$ cat config.mk
export PLATFORM = sky130hd
export DESIGN_NAME = pipe_hazard_ctrl_flat
export DESIGN_NICKNAME = d
export VERILOG_FILES = /design/src/rtl/pipe_hazard_ctrl_if.sv /design/src/rtl/pipe_hazard_ctrl.sv /design/src/flat_wrapper.sv
export SDC_FILE = /design/constraint.sdc
export NUM_CORES = 1
export LEC_CHECK = 0
export CORE_MARGIN = 2
export CORE_UTILIZATION = 24
export DETAILED_ROUTE_END_ITERATION = 12
export DONT_BUFFER_PORTS = 1
export GPL_ROUTABILITY_DRIVEN = 0
export PLACE_DENSITY_LB_ADDON = 0.1
export SKIP_LAST_GASP = 1
export SLEW_MARGIN = 20
export SYNTH_ARGS = -nofsm -noshare
export SYNTH_HDL_FRONTEND = slang
export SYNTH_SLANG_ARGS = --single-unit
$ cat constraint.sdc
create_clock -name clk -period 5.04 [get_ports clk]
set_input_delay 0.504 -clock clk [delete_from_list [all_inputs] [get_ports clk]]
set_output_delay 0.504 -clock clk [all_outputs]
set_load 0.05 [all_outputs]
$ cat src/rtl/pipe_hazard_ctrl_if.sv
// Pipeline hazard control bundle: hazard inputs gathered from the pipeline
// stages and the stall/flush/PC controls returned to them.
interface pipe_hazard_ctrl_if;
    // Hazard sources from ID/EX/M1 and the memories
    logic [4:0]  id_rs1;
    logic [4:0]  id_rs2;
    logic        id_use_rs1;
    logic        id_use_rs2;
    logic [4:0]  ex_rd;
    logic [4:0]  m1_rd;
    logic        ex_is_load;
    logic        m1_is_load;
    logic        ex_valid;
    logic        m1_valid;
    logic        ex_redirect;
    logic        trap_req;
    logic        mret_req;
    logic        imem_wait;
    logic        dmem_wait;

    // Sequencing controls back to the pipeline registers and PC
    logic        pc_en;
    logic [1:0]  pc_sel;
    logic        stall_f_d;
    logic        stall_d_e;
    logic        stall_e_m1;
    logic        stall_m1_m2;
    logic        stall_m2_w;
    logic        flush_f_d;
    logic        flush_d_e;
    logic        flush_e_m1;
    logic        flush_m1_m2;
    logic        busy;
    logic [31:0] stall_cycles;

    // Pipeline side: supplies hazard information, consumes controls
    modport master (
        output id_rs1, id_rs2, id_use_rs1, id_use_rs2, ex_rd, m1_rd,
               ex_is_load, m1_is_load, ex_valid, m1_valid, ex_redirect,
               trap_req, mret_req, imem_wait, dmem_wait,
        input  pc_en, pc_sel, stall_f_d, stall_d_e, stall_e_m1, stall_m1_m2,
               stall_m2_w, flush_f_d, flush_d_e, flush_e_m1, flush_m1_m2,
               busy, stall_cycles
    );

    // Controller side
    modport slave (
        input  id_rs1, id_rs2, id_use_rs1, id_use_rs2, ex_rd, m1_rd,
               ex_is_load, m1_is_load, ex_valid, m1_valid, ex_redirect,
               trap_req, mret_req, imem_wait, dmem_wait,
        output pc_en, pc_sel, stall_f_d, stall_d_e, stall_e_m1, stall_m1_m2,
               stall_m2_w, flush_f_d, flush_d_e, flush_e_m1, flush_m1_m2,
               busy, stall_cycles
    );
endinterface

$ cat src/rtl/pipe_hazard_ctrl.sv
// Central sequencing unit for the six-stage core: load-use interlock,
// EX redirects, memory waits, MRET and trap entry with a back-end drain.
module pipe_hazard_ctrl #(
    parameter int DRAIN_CYCLES = 2
) (
    input  logic               clk,
    input  logic               nrst,
    pipe_hazard_ctrl_if.slave  hz
);

    if (DRAIN_CYCLES < 1 || DRAIN_CYCLES > 7) begin : g_bad_drain
        $error("DRAIN_CYCLES must lie in 1..7");
    end

    typedef enum logic [1:0] {
        RUN        = 2'd0,
        TRAP_DRAIN = 2'd1,
        TRAP_VEC   = 2'd2
    } state_t;

    localparam logic [1:0] PC_SEQ   = 2'd0;
    localparam logic [1:0] PC_REDIR = 2'd1;
    localparam logic [1:0] PC_TRAP  = 2'd2;
    localparam logic [1:0] PC_MEPC  = 2'd3;

    state_t      fsm;
    logic [2:0]  drain_cnt;
    logic [31:0] stall_cycles_q;
    logic        lu;

    // A source is hazardous when a load still in EX or M1 writes it (x0 never is)
    function automatic logic src_hazard(
        input logic [4:0] rs,
        input logic       use_rs,
        input logic       ex_ld,
        input logic [4:0] ex_dst,
        input logic       m1_ld,
        input logic [4:0] m1_dst
    );
        return use_rs && (rs != 5'd0) &&
               ((ex_ld && ex_dst == rs) || (m1_ld && m1_dst == rs));
    endfunction

    // Load-use detection for both ID source operands
    always_comb begin
        lu = src_hazard(hz.id_rs1, hz.id_use_rs1,
                        hz.ex_valid && hz.ex_is_load, hz.ex_rd,
                        hz.m1_valid && hz.m1_is_load, hz.m1_rd) ||
             src_hazard(hz.id_rs2, hz.id_use_rs2,
                        hz.ex_valid && hz.ex_is_load, hz.ex_rd,
                        hz.m1_valid && hz.m1_is_load, hz.m1_rd);
    end

    // Stall/flush/PC decode; during reset every register is held as a bubble
    always_comb begin
        hz.pc_en       = 1'b0;
        hz.pc_sel      = PC_SEQ;
        hz.stall_f_d   = 1'b0;
        hz.stall_d_e   = 1'b0;
        hz.stall_e_m1  = 1'b0;
        hz.stall_m1_m2 = 1'b0;
        hz.stall_m2_w  = 1'b0;
        hz.flush_f_d   = 1'b0;
        hz.flush_d_e   = 1'b0;
        hz.flush_e_m1  = 1'b0;
        hz.flush_m1_m2 = 1'b0;
        if (!nrst) begin
            hz.flush_f_d   = 1'b1;
            hz.flush_d_e   = 1'b1;
            hz.flush_e_m1  = 1'b1;
            hz.flush_m1_m2 = 1'b1;
        end else begin
            case (fsm)
                RUN: begin
                    if (hz.dmem_wait) begin
                        // Data memory wait freezes the whole pipe, nothing else acts
                        hz.stall_f_d   = 1'b1;
                        hz.stall_d_e   = 1'b1;
                        hz.stall_e_m1  = 1'b1;
                        hz.stall_m1_m2 = 1'b1;
                        hz.stall_m2_w  = 1'b1;
                    end else if (hz.trap_req) begin
                        hz.flush_f_d   = 1'b1;
                        hz.flush_d_e   = 1'b1;
                        hz.flush_e_m1  = 1'b1;
                        hz.flush_m1_m2 = 1'b1;
                    end else if (hz.mret_req) begin
                        hz.flush_f_d  = 1'b1;
                        hz.flush_d_e  = 1'b1;
                        hz.flush_e_m1 = 1'b1;
                        hz.pc_en      = 1'b1;
                        hz.pc_sel     = PC_MEPC;
                    end else if (hz.ex_redirect) begin
                        // Wrong-path fetch is discarded, so lu/imem_wait are moot
                        hz.flush_f_d = 1'b1;
                        hz.flush_d_e = 1'b1;
                        hz.pc_en     = 1'b1;
                        hz.pc_sel    = PC_REDIR;
                    end else if (lu || hz.imem_wait) begin
                        // Hold ID, inject a bubble into EX
                        hz.stall_f_d = 1'b1;
                        hz.flush_d_e = 1'b1;
                    end else begin
                        hz.pc_en = 1'b1;
                    end
                end
                TRAP_DRAIN: begin
                    hz.flush_f_d   = 1'b1;
                    hz.flush_d_e   = 1'b1;
                    hz.flush_e_m1  = 1'b1;
                    hz.flush_m1_m2 = 1'b1;
                    hz.stall_m2_w  = hz.dmem_wait;
                end
                TRAP_VEC: begin
                    hz.flush_f_d = 1'b1;
                    hz.flush_d_e = 1'b1;
                    hz.pc_en     = 1'b1;
                    hz.pc_sel    = PC_TRAP;
                end
                default: ;
            endcase
        end
    end

    assign hz.busy         = (fsm != RUN);
    assign hz.stall_cycles = stall_cycles_q;

    // Trap sequencer: drain M2/WB for DRAIN_CYCLES non-waiting cycles, then vector
    always_ff @(posedge clk or negedge nrst) begin
        if (!nrst) begin
            fsm       <= RUN;
            drain_cnt <= 3'd0;
        end else begin
            case (fsm)
                RUN: begin
                    if (!hz.dmem_wait && hz.trap_req) begin
                        fsm       <= TRAP_DRAIN;
                        drain_cnt <= 3'(DRAIN_CYCLES - 1);
                    end
                end
                TRAP_DRAIN: begin
                    if (!hz.dmem_wait) begin
                        if (drain_cnt == 3'd0) begin
                            fsm <= TRAP_VEC;
                        end else begin
                            drain_cnt <= drain_cnt - 3'd1;
                        end
                    end
                end
                TRAP_VEC: begin
                    fsm <= RUN;
                end
                default: begin
                    fsm <= RUN;
                end
            endcase
        end
    end

    // Performance counter of cycles in which the PC did not advance
    always_ff @(posedge clk or negedge nrst) begin
        if (!nrst) begin
            stall_cycles_q <= 32'd0;
        end else if (!hz.pc_en) begin
            stall_cycles_q <= stall_cycles_q + 32'd1;
        end
    end

endmodule

$ cat src/flat_wrapper.sv
// flat-port wrapper written by rule: the top's interface ports become plain ports
module pipe_hazard_ctrl_flat 
#(
    parameter int DRAIN_CYCLES = 2
)
  (clk, nrst, hz_id_rs1, hz_id_rs2, hz_id_use_rs1, hz_id_use_rs2, hz_ex_rd, hz_m1_rd, hz_ex_is_load, hz_m1_is_load, hz_ex_valid, hz_m1_valid, hz_ex_redirect, hz_trap_req, hz_mret_req, hz_imem_wait, hz_dmem_wait, hz_pc_en, hz_pc_sel, hz_stall_f_d, hz_stall_d_e, hz_stall_e_m1, hz_stall_m1_m2, hz_stall_m2_w, hz_flush_f_d, hz_flush_d_e, hz_flush_e_m1, hz_flush_m1_m2, hz_busy, hz_stall_cycles);
  pipe_hazard_ctrl_if hz_i ();
  input  logic clk;
  input  logic nrst;
  input wire logic [$bits(hz_i.id_rs1)-1:0] hz_id_rs1;
  input wire logic [$bits(hz_i.id_rs2)-1:0] hz_id_rs2;
  input wire logic [$bits(hz_i.id_use_rs1)-1:0] hz_id_use_rs1;
  input wire logic [$bits(hz_i.id_use_rs2)-1:0] hz_id_use_rs2;
  input wire logic [$bits(hz_i.ex_rd)-1:0] hz_ex_rd;
  input wire logic [$bits(hz_i.m1_rd)-1:0] hz_m1_rd;
  input wire logic [$bits(hz_i.ex_is_load)-1:0] hz_ex_is_load;
  input wire logic [$bits(hz_i.m1_is_load)-1:0] hz_m1_is_load;
  input wire logic [$bits(hz_i.ex_valid)-1:0] hz_ex_valid;
  input wire logic [$bits(hz_i.m1_valid)-1:0] hz_m1_valid;
  input wire logic [$bits(hz_i.ex_redirect)-1:0] hz_ex_redirect;
  input wire logic [$bits(hz_i.trap_req)-1:0] hz_trap_req;
  input wire logic [$bits(hz_i.mret_req)-1:0] hz_mret_req;
  input wire logic [$bits(hz_i.imem_wait)-1:0] hz_imem_wait;
  input wire logic [$bits(hz_i.dmem_wait)-1:0] hz_dmem_wait;
  output wire logic [$bits(hz_i.pc_en)-1:0] hz_pc_en;
  output wire logic [$bits(hz_i.pc_sel)-1:0] hz_pc_sel;
  output wire logic [$bits(hz_i.stall_f_d)-1:0] hz_stall_f_d;
  output wire logic [$bits(hz_i.stall_d_e)-1:0] hz_stall_d_e;
  output wire logic [$bits(hz_i.stall_e_m1)-1:0] hz_stall_e_m1;
  output wire logic [$bits(hz_i.stall_m1_m2)-1:0] hz_stall_m1_m2;
  output wire logic [$bits(hz_i.stall_m2_w)-1:0] hz_stall_m2_w;
  output wire logic [$bits(hz_i.flush_f_d)-1:0] hz_flush_f_d;
  output wire logic [$bits(hz_i.flush_d_e)-1:0] hz_flush_d_e;
  output wire logic [$bits(hz_i.flush_e_m1)-1:0] hz_flush_e_m1;
  output wire logic [$bits(hz_i.flush_m1_m2)-1:0] hz_flush_m1_m2;
  output wire logic [$bits(hz_i.busy)-1:0] hz_busy;
  output wire logic [$bits(hz_i.stall_cycles)-1:0] hz_stall_cycles;
  assign hz_i.id_rs1 = hz_id_rs1;
  assign hz_i.id_rs2 = hz_id_rs2;
  assign hz_i.id_use_rs1 = hz_id_use_rs1;
  assign hz_i.id_use_rs2 = hz_id_use_rs2;
  assign hz_i.ex_rd = hz_ex_rd;
  assign hz_i.m1_rd = hz_m1_rd;
  assign hz_i.ex_is_load = hz_ex_is_load;
  assign hz_i.m1_is_load = hz_m1_is_load;
  assign hz_i.ex_valid = hz_ex_valid;
  assign hz_i.m1_valid = hz_m1_valid;
  assign hz_i.ex_redirect = hz_ex_redirect;
  assign hz_i.trap_req = hz_trap_req;
  assign hz_i.mret_req = hz_mret_req;
  assign hz_i.imem_wait = hz_imem_wait;
  assign hz_i.dmem_wait = hz_dmem_wait;
  assign hz_pc_en = hz_i.pc_en;
  assign hz_pc_sel = hz_i.pc_sel;
  assign hz_stall_f_d = hz_i.stall_f_d;
  assign hz_stall_d_e = hz_i.stall_d_e;
  assign hz_stall_e_m1 = hz_i.stall_e_m1;
  assign hz_stall_m1_m2 = hz_i.stall_m1_m2;
  assign hz_stall_m2_w = hz_i.stall_m2_w;
  assign hz_flush_f_d = hz_i.flush_f_d;
  assign hz_flush_d_e = hz_i.flush_d_e;
  assign hz_flush_e_m1 = hz_i.flush_e_m1;
  assign hz_flush_m1_m2 = hz_i.flush_m1_m2;
  assign hz_busy = hz_i.busy;
  assign hz_stall_cycles = hz_i.stall_cycles;
  pipe_hazard_ctrl #(.DRAIN_CYCLES(DRAIN_CYCLES)) u_core (.clk(clk), .nrst(nrst), .hz(hz_i));
endmodule
Word level (Yosys, flattened, before mapping)
Cells that the tools add are included.

Register bits: 37. Bits of input ports: 33. Word-level logic and storage cells: 94.

$add $sub $neg: 2. Equal/unequal tests: 10. Multiplexer cells: 54. Reduce and logical (&&, ||, !) cells: 25.

Operators by type and width (count): $mux W1 (35); $add A32 B1 Y32 const B (1); $eq A5 B5 Y1 (4); $mux W2 (7); $pmux W1 S2 (6); $logic_and A1 B1 Y1 (11); $reduce_bool A5 Y1 (2); $mux W3 (3); $pmux W2 S2 (2); $pmux W3 S2 (1); $logic_or A1 B1 Y1 (4); $ne A2 B1 Y1 const B (2); $ne A2 B2 Y1 const B (2); $reduce_and A4 Y1 (1); $reduce_bool A2 Y1 (2); $logic_not A3 Y1 (1); $reduce_and A3 Y1 (1); $sub A3 B1 Y3 const B (1); $eq A2 B1 Y1 const B (1); $eq A2 B2 Y1 const B (1); $logic_not A2 Y1 (1); $reduce_or A2 Y1 (1); $logic_not A1 Y1 (1).

Depth between registers and ports, before layout
Word-level depth: 13. Gate-level depth with buffers: 10.

Least setup slack after synthesis
Ideal clock, no wire load.

Kind: reg2out. Start: register u_core.fsm[0]. End: output hz_pc_en. Data arrival time: 3.307 ns. Required time: 4.536 ns. Slack: 1.229 ns. Stages on the path, launching flop included: 8. Path buffers: 1. Cell sequence: dfrtp_1 inv_1 ha_1 clkbuf_1 nand2_1 nor4_1 a21oi_1 nand2b_1.

Word-level cells in the longest chain between the ends: 3. Elaborated cells on any way between the ends: 4. Classes of those cells: eq/ne: 1; mux: 2; reduce/logical: 1.

RTL lines: start, declared (RTL line pipe_hazard_ctrl.sv:26) `state_t fsm;`; start signal, assigned (RTL line pipe_hazard_ctrl.sv:131) `fsm <= RUN;`; start signal, assigned (RTL line pipe_hazard_ctrl.sv:137) `fsm <= TRAP_DRAIN;`; start signal, assigned (RTL line pipe_hazard_ctrl.sv:144) `fsm <= TRAP_VEC;`; $eq A2 B2 Y1 / $logic_not A2 Y1 (equally long branches) (RTL line pipe_hazard_ctrl.sv:73) `case (fsm)`; $pmux W1 S2 * (RTL line pipe_hazard_ctrl.sv:73); $mux W1 * (RTL line pipe_hazard_ctrl.sv:67) `if (!nrst) begin`; end, declared (RTL line flat_wrapper.sv:25) `output wire logic [$bits(hz_i.pc_en)-1:0] hz_pc_en;`.

Mark *: on every way between the ends. The rest lies on a longest branch, timed or not.

Worst setup path in the final report
Start: register u_core.fsm[0]. End: output hz_flush_d_e.

Word-level cells in the longest chain between the ends: 4. Elaborated cells on any way between the ends: 6. Classes of those cells: eq/ne: 2; mux: 2; reduce/logical: 2.

RTL lines: $eq A2 B2 Y1 / $eq A2 B1 Y1 (equally long branches) (RTL line pipe_hazard_ctrl.sv:73); $reduce_or A2 Y1 (no line); $pmux W1 S2 * (RTL line pipe_hazard_ctrl.sv:73); $mux W1 * (RTL line pipe_hazard_ctrl.sv:67); end, declared (RTL line flat_wrapper.sv:33) `output wire logic [$bits(hz_i.flush_d_e)-1:0] hz_flush_d_e;`.

Marks and branches as above.

==> impl_metrics.ini <==
[outcome]
status = finished clean

[place]
io_buffers = 0
place_worst_setup_slack_ns = 1.80
dp_hpwl_mm = 4.33

[sta]
hold_ws_ns = 0.0653
worstMarginPinSlew_ns = 1.00
fin_skew_ns = 0.00356
fmax_ghz = 0.282
relSlewSlack_pct = 32.9
setup_violations = 0
hold_violations = 0
fin_crit_ns = 3.54
rsz0062_at_grt = no
postLayoutSetupSlackWorst_ns = 1.50
fin_tns_setup_ns = 0
slew_violations = 0
period_share_pct = 70.3

[die]
start_util_pct = 24.9
io_pins = 78
die_area_sq_mm = 0.0104
die_y_microns = 102
core_area_sq_mm = 0.00928
dieWidth_microns = 102
rows = 35

[clock_tree]
cts_sinks = 37
htreeDepth = 2
cts_root_buffer = clkbuf_8
cts_buffers = 5
clkTransAtPathRegs_ns = 0.07
cts-resized-gates = 0
insertion_delay_ns = 0.28
cts_setup_buffers = 0
clockBufferDepth = 2
tritoncts = yes

[global_routing]
antenna_found_initial = 0
grt_max_degree = 38
grt_pass1_wl_mm = 9.37
grt_pass1_vias = 1864
grt_use_total_pct = 11.4
grt.overflow.total = 0

[synth]
synth_top_flop_cell = dfrtp_1
async_flop_share_pct = 100
yosysMostFrequentCell = dfrtp_1
ys_seq_elements = 37
synth_common_cells = dfrtp_1 (37), xor2_1 (28), xnor2_1 (22)
synth_cell_types = 40
synth.largest_area_cell = dfrtp_1
synth_top_area_share_pct = 40.1
syn_avg_cell_area_sq_um = 9.54
yosysWarnings = 0
syn-cell-area_sq_mm = 0.00231
synthTopCellsByArea = dfrtp_1 (40%), xor2_1 (11%), xnor2_1 (8.3%)
synth_nets = 282
synth_edf_count = 0
syn-instance-count = 242
yosysSeqAreaShare_pct = 40.1

[power]
clkPwrFrac_pct = 18.0
swShare_pct = 49.9
ir_drop_uv = 247
p_sw_w = 0.000580
combPwrFrac_pct = 35.5
pwr-share-seq_pct = 46.4
power_w = 0.00116
power.leakage_nw = 1.01
intPower_w = 0.000582
powerDensity_mw_per_mm2 = 455

[detailed_routing]
routedWlPerCell_microns = 15.7
vias = 1748
dr.pass1.iters = 4
drc = 0
wl_mm = 5.83
vias_per_cell = 4.70
antenna_left = 0
drt_iter0_markers = 95

[finish]
area_growth_pct = 10.7
drive_above_1_share_pct = 5.35
fill_cells = 1053
diodes = 0
post-route-util_pct = 27.5
multi_input_area_sq_mm = 0.00131
ff_latch_area_sq_um = 926
nets = 283

[worst_setup_path]
crit_fanout = 9
worstPathRequired_ns = 4.54
slowest_stage = o21ai_1
crit_type = flop to primary output
crit_chain = inv_1 -> ha_1 -> inv_1 -> nor2_1 -> a21oi_1 -> o21ai_1 -> a31o_2
path_buf_inv = 2
start_kind = flop
critPathMaxStageDelay_ns = 0.78
cpMostUsedCell = inv_1
crit_arrival_ns = 3.04
critPathTopFamily = compound AO/OA/AOI/OAI gates
endpoint_kind = primary output

[run]
drv_cap = 0

[worst_hold_path]
hold_path_class = primary input to asynchronous set/reset pin
==> cells by family after synthesis <==
group / count (synthesis) / synth area share (%)
simple gates: 97 / 24.1
mux: 1 / 0.488
xor+xnor: 50 / 19.0
flops: 37 / 40.1
fa+ha+maj: 7 / 3.79
buf+inv: 19 / 3.63
compound gates: 31 / 8.94
==> worst register-to-register path, cell delays in order, from the launching register on <==
cell and delay [ns]:
dfrtp_1 0.42, inv_1 0.10, ha_1 0.33, nand2_1 0.20, nor4_4 0.24, buf_4 0.36, nand2b_1 0.57, mux2_1 0.37
==> per-stage QoR <==
step	area (sq um)	cells
6_report	2560	372
5_1_grt	2560	372
4_1_cts	2560	372
3_5_place_dp	2450	364
3_3_place_gp	2450	364
2_1_floorplan	2310	242
==> registers in the layout, indices dropped and copies added, names as in the netlist <==
signal	cells
u_core.fsm	2
u_core.drain_cnt	3
u_core.hz.stall_cycles	32
==> layout by cell type (no fill, tap or decap), drive strengths merged, types with 4 or more instances in the layout <==
cell type,netlist,layout
a21oi,7,7
and3,8,8
buf,6,4
clkbuf,4,7
dfrtp,37,37
ha,7,7
inv,9,9
nand2,15,15
nand3,15,15
nand4,9,9
nor2,9,9
nor3,9,9
nor3b,6,6
nor4,13,13
o21a,4,4
o21ai,5,5
xnor2,22,22
xor2,28,28
==> power groups by stage <==
| stage | sequential (W) | combinational (W) | clock (W) |
|---|---|---|---|
| 6_report | 0.000540 | 0.000413 | 0.000209 |
| 5_1_grt | 0.000553 | 0.000452 | 0.000236 |
| 4_1_cts | 0.000541 | 0.000417 | 0.000223 |
| 3_5_place_dp | 0.000547 | 0.000408 | 0 |
| 3_3_place_gp | 0.000548 | 0.000411 | 0 |
| 2_1_floorplan | 0.000525 | 0.000358 | 0 |
==> what timing repair did <==
action,4_1_cts,5_1_grt
hold buffers,1,0
endpoints found under the setup margin,0,0
endpoints found under the hold margin,37,0
==> area by class of cell <==
cell class	count	area share, %
Timing Repair Buffer	4	1.66
Inverter	9	1.32
Clock buffer	7	3.38
Sequential cell	37	36.2
Multi-Input combinational cell	186	51.1
Tap cell	129	6.31
==> worst paths after layout <==
kind / startpoint / end / slack, ns / cells after the start
setup / recovery: u_core.fsm[0] / hz_flush_d_e / 1.50 / 7
hold reg to reg: u_core.drain_cnt[1] / u_core.drain_cnt[1] / 0.52 / 1
min in group clk: hz_dmem_wait / u_core.drain_cnt[2] / 0.40 / 2
max in group asynchronous: nrst / u_core.hz.stall_cycles[25] / 4.78 / 1
setup reg to reg: u_core.fsm[0] / u_core.hz.stall_cycles[1] / 2.34 / 7
hold / removal: nrst / u_core.fsm[0] / 0.07 / 1
==> layer usage <==
layer | vias up | track usage [%] | part of all wire (%)
met4 | 0 | 2.77 | 1.0
met2 | 46 | 18.7 | 45
met1 | 828 | 14.6 | 47
met5 | - | 0 | 0
li1 | 870 | - | -
met3 | 4 | 3.56 | 6.4
No activity file was read; power rests on OpenSTA's default activity.
